<file path="src/rtl/fft_mem_pkg.sv">
// fft_mem_pkg: shared write-permutation modes, counter sizing and permutation helper for FFT memory address generators
package fft_mem_pkg;
  typedef enum logic [1:0] {
    MODE_LIN = 2'b00,
    MODE_ROT = 2'b01,
    MODE_REV = 2'b10
  } mode_e;
  localparam int DefAddrWidth = 5;
  localparam int DefNumBanks = 4;
  function automatic int cnt_width(input int addr_w, input int banks);
    return addr_w + $clog2(banks);
  endfunction
  localparam int DefCntW = DefAddrWidth + $clog2(DefNumBanks);
  typedef logic [DefCntW-1:0] cnt_t;
  // Permutes the low n (<= 8) bits of v; 2'b11 and any other code fall through to linear.
  function automatic logic [7:0] permute(input logic [7:0] v, input int n, input mode_e m);
    logic [7:0] r;
    logic [2:0] b, nb, rb;
    r = v;
    for (int i = 0; i < 8; i++) begin
      b = 3'(i);
      nb = 3'(i + 1);
      rb = 3'(n - 1 - i);
      if (i < n) r[b] = m == MODE_ROT ? (i == n - 1 ? v[0] : v[nb]) : m == MODE_REV ? v[rb] : v[b];
    end
    return r;
  endfunction
endpackage

</file>
<file path="src/rtl/fft_pingpong_addr_gen_if.sv">
// fft_pingpong_addr_gen_if: write-stream and banked-read handshake bundle of the ping-pong address generator
//   master: the generator (drives ready, enables, addresses, strobes)
//   slave:  the stream source / butterfly consumer side
interface fft_pingpong_addr_gen_if #(
  parameter int AddrWidth = 5,
  parameter int NumBanks = 4
);
  logic flush_i;
  logic [1:0] mode_i;
  logic in_valid_i;
  logic in_ready_o;
  logic [2*NumBanks-1:0] wen_o;
  logic [AddrWidth-1:0] addr_wr_o;
  logic rd_ready_i;
  logic [2*NumBanks-1:0] ren_o;
  logic [AddrWidth-1:0] addr_rd_o;
  logic rd_valid_o;
  logic start_fft_o;
  logic frame_last_o;
  modport master (
    input flush_i, mode_i, in_valid_i, rd_ready_i,
    output in_ready_o, wen_o, addr_wr_o, ren_o, addr_rd_o, rd_valid_o, start_fft_o, frame_last_o
  );
  modport slave (
    output flush_i, mode_i, in_valid_i, rd_ready_i,
    input in_ready_o, wen_o, addr_wr_o, ren_o, addr_rd_o, rd_valid_o, start_fft_o, frame_last_o
  );
endinterface

</file>
<file path="src/rtl/fft_perm_idx.sv">
// fft_perm_idx: combinational W-bit index permutation (linear / rotate-right / bit-reverse)
//   idx  in  W  index to permute
//   mode in  2  permutation mode
//   perm out W  permuted index
module fft_perm_idx import fft_mem_pkg::*; #(
  parameter int W = 3
) (
  input  logic [W-1:0] idx,
  input  mode_e        mode,
  output logic [W-1:0] perm
);
  logic [7:0] full_perm;
  always_comb full_perm = permute(8'(idx), W, mode);
  assign perm = full_perm[W-1:0];
endmodule

</file>
<file path="src/rtl/fft_pingpong_addr_gen.sv">
// fft_pingpong_addr_gen: double-buffered banked SRAM write/read address generator between FFT input and stage 2
//   clk_i, rst_i (async, active-high)
//   bus.master: flush_i, mode_i, in_valid_i/in_ready_o, wen_o/addr_wr_o,
//               rd_ready_i, ren_o/addr_rd_o, rd_valid_o, start_fft_o, frame_last_o
module fft_pingpong_addr_gen import fft_mem_pkg::*; #(
  parameter int AddrWidth = 5,
  parameter int NumBanks = 4,
  parameter int PermBits = 3
) (
  input logic clk_i,
  input logic rst_i,
  fft_pingpong_addr_gen_if.master bus
);
  localparam int CntW = cnt_width(AddrWidth, NumBanks);
  localparam logic [AddrWidth-1:0] LowMask = AddrWidth'((1 << PermBits) - 1);
  logic [CntW-1:0] wcnt, rcnt;
  logic wr_sel, rd_sel, rd_valid, wr_acc, rd_iss;
  logic [1:0] full;
  mode_e mode_q, mode_cur;
  logic [PermBits-1:0] perm;
  // The mode is taken live on the first sample of a frame and frozen for the rest of it.
  always_comb begin
    mode_cur = wcnt == '0 ? mode_e'(bus.mode_i) : mode_q;
    wr_acc = bus.in_valid_i & ~full[wr_sel] & ~bus.flush_i;
    rd_iss = full[rd_sel] & bus.rd_ready_i & ~bus.flush_i;
  end
  fft_perm_idx #(.W(PermBits)) u_perm (.idx(wcnt[PermBits-1:0]), .mode(mode_cur), .perm(perm));
  // {sel, bank} equals sel*NumBanks + bank because NumBanks is a power of two.
  assign bus.in_ready_o = ~full[wr_sel];
  assign bus.wen_o = wr_acc ? (2*NumBanks)'(1) << {wr_sel, wcnt[CntW-1:AddrWidth]} : '0;
  assign bus.addr_wr_o = (wcnt[AddrWidth-1:0] & ~LowMask) | AddrWidth'(perm);
  assign bus.ren_o = rd_iss ? (2*NumBanks)'(1) << {rd_sel, rcnt[CntW-1:AddrWidth]} : '0;
  assign bus.addr_rd_o = rcnt[AddrWidth-1:0];
  assign bus.start_fft_o = rd_iss & (rcnt == '0);
  assign bus.frame_last_o = rd_iss & (&rcnt);
  assign bus.rd_valid_o = rd_valid;
  // A completing write and a completing read always target different sets, so both full bits update.
  always_ff @(posedge clk_i or posedge rst_i) begin
    if (rst_i) begin
      wcnt <= '0;
      rcnt <= '0;
      wr_sel <= 1'b0;
      rd_sel <= 1'b0;
      full <= '0;
      mode_q <= MODE_LIN;
      rd_valid <= 1'b0;
    end else if (bus.flush_i) begin
      wcnt <= '0;
      rcnt <= '0;
      wr_sel <= 1'b0;
      rd_sel <= 1'b0;
      full <= '0;
      rd_valid <= 1'b0;
    end else begin
      rd_valid <= rd_iss;
      if (wr_acc) begin
        wcnt <= wcnt + 1'b1;
        if (wcnt == '0) mode_q <= mode_cur;
        if (&wcnt) begin
          full[wr_sel] <= 1'b1;
          wr_sel <= ~wr_sel;
        end
      end
      if (rd_iss) begin
        rcnt <= rcnt + 1'b1;
        if (&rcnt) begin
          full[rd_sel] <= 1'b0;
          rd_sel <= ~rd_sel;
        end
      end
    end
  end
endmodule

</file>
<file path="src/flat_wrapper.sv">
// flat-port wrapper written by rule: the top's interface ports become plain ports
module fft_pingpong_addr_gen_flat import fft_mem_pkg::*;
#(
  parameter int AddrWidth = 5,
  parameter int NumBanks = 4,
  parameter int PermBits = 3
)
  (clk_i, rst_i, bus_flush_i, bus_mode_i, bus_in_valid_i, bus_rd_ready_i, bus_in_ready_o, bus_wen_o, bus_addr_wr_o, bus_ren_o, bus_addr_rd_o, bus_rd_valid_o, bus_start_fft_o, bus_frame_last_o);
  fft_pingpong_addr_gen_if #(.AddrWidth(AddrWidth), .NumBanks(NumBanks)) bus_i ();
  input logic clk_i;
  input logic rst_i;
  input wire logic [$bits(bus_i.flush_i)-1:0] bus_flush_i;
  input wire logic [$bits(bus_i.mode_i)-1:0] bus_mode_i;
  input wire logic [$bits(bus_i.in_valid_i)-1:0] bus_in_valid_i;
  input wire logic [$bits(bus_i.rd_ready_i)-1:0] bus_rd_ready_i;
  output wire logic [$bits(bus_i.in_ready_o)-1:0] bus_in_ready_o;
  output wire logic [$bits(bus_i.wen_o)-1:0] bus_wen_o;
  output wire logic [$bits(bus_i.addr_wr_o)-1:0] bus_addr_wr_o;
  output wire logic [$bits(bus_i.ren_o)-1:0] bus_ren_o;
  output wire logic [$bits(bus_i.addr_rd_o)-1:0] bus_addr_rd_o;
  output wire logic [$bits(bus_i.rd_valid_o)-1:0] bus_rd_valid_o;
  output wire logic [$bits(bus_i.start_fft_o)-1:0] bus_start_fft_o;
  output wire logic [$bits(bus_i.frame_last_o)-1:0] bus_frame_last_o;
  assign bus_i.flush_i = bus_flush_i;
  assign bus_i.mode_i = bus_mode_i;
  assign bus_i.in_valid_i = bus_in_valid_i;
  assign bus_i.rd_ready_i = bus_rd_ready_i;
  assign bus_in_ready_o = bus_i.in_ready_o;
  assign bus_wen_o = bus_i.wen_o;
  assign bus_addr_wr_o = bus_i.addr_wr_o;
  assign bus_ren_o = bus_i.ren_o;
  assign bus_addr_rd_o = bus_i.addr_rd_o;
  assign bus_rd_valid_o = bus_i.rd_valid_o;
  assign bus_start_fft_o = bus_i.start_fft_o;
  assign bus_frame_last_o = bus_i.frame_last_o;
  fft_pingpong_addr_gen #(.AddrWidth(AddrWidth), .NumBanks(NumBanks), .PermBits(PermBits)) u_core (.clk_i(clk_i), .rst_i(rst_i), .bus(bus_i));
endmodule
</file>
<file path="config.mk">
export PLATFORM = sky130hd
export DESIGN_NAME = fft_pingpong_addr_gen_flat
export DESIGN_NICKNAME = d
export VERILOG_FILES = /design/src/rtl/fft_mem_pkg.sv /design/src/rtl/fft_pingpong_addr_gen_if.sv /design/src/rtl/fft_perm_idx.sv /design/src/rtl/fft_pingpong_addr_gen.sv /design/src/flat_wrapper.sv
export SDC_FILE = /design/constraint.sdc
export NUM_CORES = 1
export LEC_CHECK = 0
export BUFFER_PORTS_ARGS = -buffer_cell sky130_fd_sc_hd__buf_2
export CAP_MARGIN = 25
export CORE_MARGIN = 5
export CORE_UTILIZATION = 48
export DETAILED_ROUTE_END_ITERATION = 8
export GPL_TIMING_DRIVEN = 1
export PLACE_DENSITY = 0.86
export SYNTH_ARGS = -nofsm -noshare
export SYNTH_HDL_FRONTEND = slang
export SYNTH_SLANG_ARGS = --single-unit
export TNS_END_PERCENT = 50
</file>
<file path="constraint.sdc">
create_clock -name clk_i -period 1.36 [get_ports clk_i]
set_input_delay 0.068 -clock clk_i [delete_from_list [all_inputs] [get_ports clk_i]]
set_output_delay 0.068 -clock clk_i [all_outputs]
set_load 0.1 [all_outputs]
</file>
==> run summary, run 1 <==
The critical path contains buffers and inverters numbering 2 combined. Setup violations remaining at the end of the flow were counted as 42. Category of cells accounting for the largest share of critical-path delay: multiplexers. The tools report the number of slew-limit violations in the final report as 0. Clock tree synthesis inserted a total of 3 buffers.

The tools report the post-synthesis sequential area ratio as 0.355. The capture endpoint of the worst hold path is u_core.mode_q[1]$_DFFE_PP0P_. The run gives -0.39 ns as the slack of the worst reg-to-reg path. The endpoint identified for the worst register-to-register timing path is u_core.wcnt[5]$_DFFE_PP0P_. The via count of the first global-routing pass is 1,711, and the largest fanout of any net on the critical path is 3. The core utilization of the finished layout came out at 0.958. Dividing the detail-routed via count by the number of cells gives 6.27. In the synthesized netlist the dominant register cell turns out to be dfrtp_1. The starting utilization of the core area came out at 0.492. Static timing analysis puts the maximum clock frequency at 473 MHz.

In this run the cell area measured after placement is 2430 µm². The number of antenna diodes in the final layout is 0. For this design, the sink count on the clock tree is 21. The mapped netlist covers 1480 µm².

The number of distinct standard cells referenced by the synthesized netlist came out at 35. The Yosys step of the flow raised 0 warnings. The number of port buffers was 36. The average routed wire per standard cell was 25.5 µm.

CTS placed an instance of clkbuf_4 at the clock tree root. 37 I/O pins were placed. The final cycle utilization of the critical path was 1.56; the number of nets in the layout was 258.

The tools report the setup TNS after final layout as -15.92 ns. By area the synthesized netlist is led by dfrtp_1, nor2_1, xor2_1, mux2i_1, nand3_1. Counting flops with a built-in enable in the synthesized netlist gives 0. The worst setup path is launched from a flip-flop.

The cell type with the largest total area after synthesis was dfrtp_1. The logic depth of the worst register-to-register path was 8. By startpoint and endpoint, the worst setup path is classified as flip-flop to output port.

STA classifies the critical path endpoint as an output port. The area fraction of the dominant cell type after synthesis was 0.355; the number of nets produced by synthesis was 179. Entering global routing, the biggest net connects 22 pins.

The final hold violation count came out at 0. The tightest min-delay check is of the input port to flip-flop type. Clock-pin slew was measured on the worst setup and hold paths at 0.14 ns. The master of the slowest instance on the critical path was dfrtp_1.

The core area is 3000 µm², and the count of non-filler cells in the finished layout is 279. Setup repair after global routing could not meet its margin everywhere. The logs give -0.755 ns for the post-route worst setup slack and 2 for the number of buffers between clock root and the deepest sink. Timing analysis after detailed placement gives a worst setup slack of -0.277 ns. The logs give 0 for the initial antenna violation count and 4290 µm² for the overall die area. The run gives 2.05 ns as the data arrival time at the worst-slack endpoint. The critical path goes through inv_2, ha_4, nand4_4, mux2i_4, mux2i_4, buf_12.

The residual antenna-violating net count after detailed routing is 0, and the final critical-path required period is 2.12 ns. Static power due to leakage: 1.17 nW. Floorplan die height: 65.5 µm. The congestion estimate from routability-driven global placement came to 0.807. The worst-case headroom to the max-slew limit is 0.664. The startpoint identified for the worst register-to-register timing path is u_core.wr_sel$_DFFE_PP0P_. The run gives 0.263 as the total global-route track usage. TritonCTS built the clock tree. A synthesized cell averages 8.80 µm².

The tools report the initial DRC count as 187. The flow ran to the end, but the final reports show violations. The floorplan step set the die width to 65.5 µm. The maximum level of the CTS H-tree was 1.

Including well taps, the total number of placed cells is 253. The tools report the worst IR drop on VDD as 556 µV. The worst hold path passes through 2 cells. The largest clock skew in the final design came out at 0.00736 ns. The cell seen most often among critical-path stages was mux2i_4. The beginning of the worst hold path was bus_mode_i[1].

Row generation in the floorplan step produced 20 rows. The most common cell in the synthesized netlist is nor2_1. The checks that failed: negative setup slack. From synthesis to final layout, the design area changed by 94.6%.

Across all layers, the routed design uses 1,749 vias. The synthesized design contains 21 register bits. Post-synthesis cell count: 168. After detailed routing, the total wire length is 7120 µm. The clock latency at the later pin of the worst-skew pair was 0.35 ns; the power per standard cell area was 576 nW/µm². After detailed routing, the number of remaining DRC violations is 0. Slew at the pin closest to its max-slew limit: 0.508 ns. The fraction of layout instances using a drive strength above 1 was 0.630. The commonest cells after synthesis are nor2_1, dfrtp_1, nand3_1, xor2_1. The number of maximum-capacitance violations came out at 0. The async set or reset register ratio after synthesis came out at 1.00. The pre-antenna-repair detailed-routing pass consisted of 4 iterations.

Once layout is done, the placed cells without fillers occupy 2880 µm². For this run the aggregate overflow at the end of global routing stands at 0. The largest single stage delay on the critical path is 0.44 ns.

The first global-routing pass estimated 8350 µm of wire. The logs give 3460 µm for the half-perimeter wire length after detailed placement and 1.29 ns for the required time of the critical path.
## layer usage
layer | up-vias | share of wire | track usage
li1 | 711 | - | -
met5 | - | 0 | 0
met1 | 850 | 0.33 | 0.262
met4 | 0 | 0.078 | 0.140
met2 | 136 | 0.51 | 0.506
met3 | 52 | 0.077 | 0.0479
## stage by stage
| step | power, mW | hold WS (ns) |
|---|---|---|
| floorplan | 1.05 | 0.0445 |
| global placement | 1.21 | 0.107 |
| detailed placement | 1.23 | 0.112 |
| CTS | 1.58 | 0.0157 |
| global route | 1.72 | 0.0178 |
| finish | 1.66 | 0.0269 |
## flip-flops by register name, summed over array words and instances, names as in the netlist
signal,count
u_core.rd_sel,1
u_core.wcnt,7
u_core.full,2
u_core.rcnt,7
u_core.bus.rd_valid_o,1
u_core.mode_q,2
u_core.wr_sel,1
## cell usage in the layout (no fill, tap or decap), types with 2 or more instances in the layout
cell type | netlist | final
buf_4 | 8 | 39
buf_12 | 0 | 24
dfrtp_1 | 21 | 20
nor2_4 | 1 | 17
nor2_1 | 32 | 14
clkbuf_4 | 0 | 10
buf_6 | 2 | 10
xor2_1 | 9 | 9
nand2b_1 | 8 | 8
nand3_4 | 0 | 7
buf_2 | 3 | 7
inv_1 | 8 | 6
nor3_4 | 0 | 6
nand2_1 | 7 | 6
nand4_1 | 5 | 5
mux2_4 | 2 | 3
and3_1 | 4 | 3
xnor2_1 | 5 | 3
mux2i_1 | 6 | 3
nand3_1 | 12 | 3
nand3_2 | 1 | 3
and2_4 | 1 | 2
and2_1 | 3 | 2
and3_4 | 1 | 2
nor2_2 | 0 | 2
mux2_1 | 3 | 2
inv_2 | 0 | 2
xnor2_2 | 0 | 2
mux2i_4 | 0 | 2
ha_4 | 0 | 2
dlygate4sd3_1 | 0 | 2
## report_power, final
group          internal [mW]  total [mW]  switching, mW
sequential             0.646       0.670         0.0247
combinational          0.255       0.633          0.378
clock                  0.113       0.355          0.241
## layout make-up
type	count	area, µm²
Tap cell	33	41.3
Sequential cell	21	527
Multi-Input combinational cell	123	1240
Timing Repair Buffer	90	1010
Fill cell	68	125
Clock buffer	3	22.5
Inverter	8	30.0
Clock inverter	1	7.51
## worst max path at each step
stage | from | to | slack (ns) | depth (start not counted)
after floorplan | u_core.wcnt[1]$_DFFE_PP0P_ | bus_addr_wr_o[0] | -0.66 | 5
after global placement | u_core.wcnt[3]$_DFFE_PP0P_ | bus_addr_wr_o[0] | -0.19 | 6
after detailed placement | u_core.wcnt[3]$_DFFE_PP0P_ | bus_addr_wr_o[1] | -0.28 | 5
after CTS | u_core.wcnt[1]$_DFFE_PP0P_ | bus_addr_wr_o[1] | -0.65 | 6
after global routing | u_core.wcnt[0]$_DFFE_PP0P_ | bus_addr_wr_o[0] | -0.80 | 7
final | u_core.wcnt[0]$_DFFE_PP0P_ | bus_addr_wr_o[1] | -0.76 | 6
## worst register-to-register path, stage by stage, from the launching register on
cell	delay, ns
dfrtp_1	0.43
mux2i_2	0.26
buf_4	0.19
buf_6	0.11
buf_8	0.13
buf_4	0.12
nand4_1	0.09
xor2_1	0.24
nor2_1	0.08
## timing repair
action,CTS,global route
hold buffers,1,1
pin swaps,19,9
cloned,0,0
buffers inserted,7,15
setup endpoints to repair,39,49
gates resized for setup,28,30
hold endpoints to repair,21,1
## cells by family after synthesis
logic type / after synthesis / share of synthesized area
AO/OA/AOI/OAI: 6 / 0.0305
multiplexers: 11 / 0.0838
XOR/XNOR: 14 / 0.0829
buffers and inverters: 24 / 0.0939
AND/OR/NAND/NOR: 88 / 0.320
flip-flops: 21 / 0.355
adder cells (fa/ha/maj): 4 / 0.0338
(Power assumes the default switching activity.)
==> run 2: changes to the inputs <==
--- a/config.mk
+++ b/config.mk
@@ -12,6 +12,7 @@
 export DETAILED_ROUTE_END_ITERATION = 8
 export GPL_TIMING_DRIVEN = 1
 export PLACE_DENSITY = 0.86
+export RECOVER_POWER = 100
 export SYNTH_ARGS = -nofsm -noshare
 export SYNTH_HDL_FRONTEND = slang
 export SYNTH_SLANG_ARGS = --single-unit
==> run summary, run 2 (synthesis gave the netlist of run 1 again) <==
The run finished, with violations left. The checks that failed: negative setup slack. Pin placement for this block handled 37 I/O pins. The worst IR drop on VDD was 556 µV. The clock buffer count from CTS was 3; the slew at the pin closest to its max-slew limit was 0.565 ns. The number of sinks on the clock net was 21.

Setup violations remaining at the end of the flow were counted as 44. The initialized floorplan defines 20 standard-cell rows. First-pass GRT wire length: 8350 µm. The top cell types in the final layout, fill and taps aside, are buf_4, buf_12, dfrtp_1, nor2_4, nor2_1. For the total wire length, the log shows 7160 µm. The tools report the share of total power in combinational logic as 0.378. In this run the worst hold path is classified as input port to flip-flop. The count of buffers added on input and output ports is 36. The residual antenna-violating net count after detailed routing is 0, and the fraction of layout instances using a drive strength above 1 is 0.618.

The logs give 0.656 mW for the switching power and 0.220 for the share of total power in the clock network. The data arrival time at the worst-slack endpoint is 2.06 ns, and the routed via count is 1,765. The root buffer cell chosen for the clock tree is clkbuf_4. Summed over all nets, the half-perimeter wirelength after detailed placement is 3460 µm. The via count of the first global-routing pass is 1,711, and the number of vias per cell after detailed routing is 6.33. Clock skew on the completed layout was measured at 0.00772 ns. The power per standard cell area is 583 nW/µm², and the post-route worst setup slack is -0.766 ns. STA classifies the critical path endpoint as an output port.

The count of non-filler cells in the finished layout is 279. The run gives 0 as the final hold violation count. Leaving out fill and tap cells, the most frequent cell in the layout is buf_4. The final hold slack was 0.0388 ns.

Summed over all cells, the static leakage comes to 1.16 nW. The run gives 0.623 as the worst-case headroom to the max-slew limit. At the later pin of the worst-skew pair, clock insertion delay measures 0.35 ns.

The clock transition time at the flip-flop clock pins of the worst setup and hold paths is 0.15 ns, and the overall die area is 4290 µm². Once layout is done, the placed cells without fillers occupy 2860 µm². The core region is 3000 µm². The logs give 253 for the number of placed instances, taps included and 0 for the initial antenna violation count.

After global routing the overflow that remains totals 0. The total global-route track usage was 0.263. The standard cell area after detailed placement was 2430 µm²; the horizontal die dimension was 65.5 µm. The number of slew-limit violations in the final report is 0, and the largest net degree at the start of global routing is 22. The floorplan die height is 65.5 µm. TritonCTS built the clock tree.

At the worst endpoint, the required time is 1.29 ns. The share of total power consumed by net switching works out to 0.393. Setup repair after global routing could not meet its margin everywhere.

The largest fanout of any net on the critical path works out to 3. The logs give -0.277 ns for the pre-CTS setup slack and 0 for the count of antenna diodes in the layout. From synthesis to final layout, the design area changed by 93.4%. The average routed wire per standard cell came out at 25.7 µm. Based on the critical path, the design can be clocked at up to 470 MHz. For the final routed database, the setup TNS stands at -17.51 ns. The first detailed-routing pass ran for 5 iterations. The core utilization of the finished layout came out at 0.953. The starting utilization of the core area is 0.492, and the number of maximum-capacitance violations is 0. The final cycle utilization of the critical path came out at 1.56. Class of the most critical setup path: flip-flop to output port. Counting I/O delays and the setup requirement, the final critical path takes 2.13 ns.

The run gives 0 as the remaining design rule violation count. The internal portion of the total power is 1.01 mW. The clock passes through at most 2 buffers.

The logs give 0.807 for the weighted congestion reported at the end of routability-driven placement and 1 for the maximum level of the CTS H-tree. The part of the power in registers came out at 0.402. The worst setup path is launched from a flip-flop.

Power comes to 1.67 mW. Number of nets in the layout: 258. Initial DRC count: 195.

The largest registers in the layout are u_core.rcnt: 7 flops, u_core.wcnt: 7 flops.
[run 2: cell type report]
cell class	instances	area [µm²]
Multi-Input combinational cell	123	1240
Clock buffer	3	22.5
Sequential cell	21	527
Tap cell	33	41.3
Clock inverter	1	7.51
Timing Repair Buffer	90	995
Inverter	8	30.0
Fill cell	76	143
[run 2: worst max-delay path: stages (launching register included)]
cell and delay (ns):
dfrtp_1 0.45, inv_2 0.12, ha_4 0.16, nand4_4 0.14, mux2i_4 0.30, mux2i_4 0.33, buf_12 0.20
[run 2: repair_timing]
| item | CTS | global route |
|---|---|---|
| cloned | 0 | 0 |
| buffers inserted | 7 | 15 |
| resized for setup | 28 | 30 |
| pin swaps | 19 | 9 |
| hold endpoints to repair | 21 | 1 |
| hold buffers | 1 | 1 |
| endpoints found under the setup margin | 39 | 49 |
[run 2: worst paths after layout]
kind / cells after the start / endpoint / slack, ns / from
worst max-delay path: 6 / bus_addr_wr_o[1] / -0.77 / u_core.wcnt[0]$_DFFE_PP0P_
worst min-delay path: 2 / u_core.mode_q[1]$_DFFE_PP0P_ / 0.04 / bus_mode_i[1]
max in group asynchronous: 4 / u_core.rcnt[6]$_DFFE_PP0P_ / 0.56 / rst_i
min in group asynchronous: 4 / u_core.rcnt[2]$_DFFE_PP0P_ / 0.39 / rst_i
worst min register to register: 1 / u_core.mode_q[0]$_DFFE_PP0P_ / 0.59 / u_core.mode_q[0]$_DFFE_PP0P_
worst max register to register: 8 / u_core.wcnt[5]$_DFFE_PP0P_ / -0.41 / u_core.wr_sel$_DFFE_PP0P_
[run 2: metal layers]
layer  vias to the layer above  GRT usage  part of all wire
li1                        711          -                 -
met2                       127      0.506              0.51
met4                         0      0.140             0.080
met5                         -          0                 0
met3                        54     0.0479             0.068
met1                       873      0.262              0.34
[run 2: power by group through the flow]
stage / logic [mW] / registers [mW] / clock network (mW)
floorplan: 0.372 / 0.676 / 0
global placement: 0.535 / 0.676 / 0
detailed placement: 0.555 / 0.678 / 0
CTS: 0.584 / 0.666 / 0.332
global route: 0.652 / 0.672 / 0.390
finish: 0.631 / 0.670 / 0.366
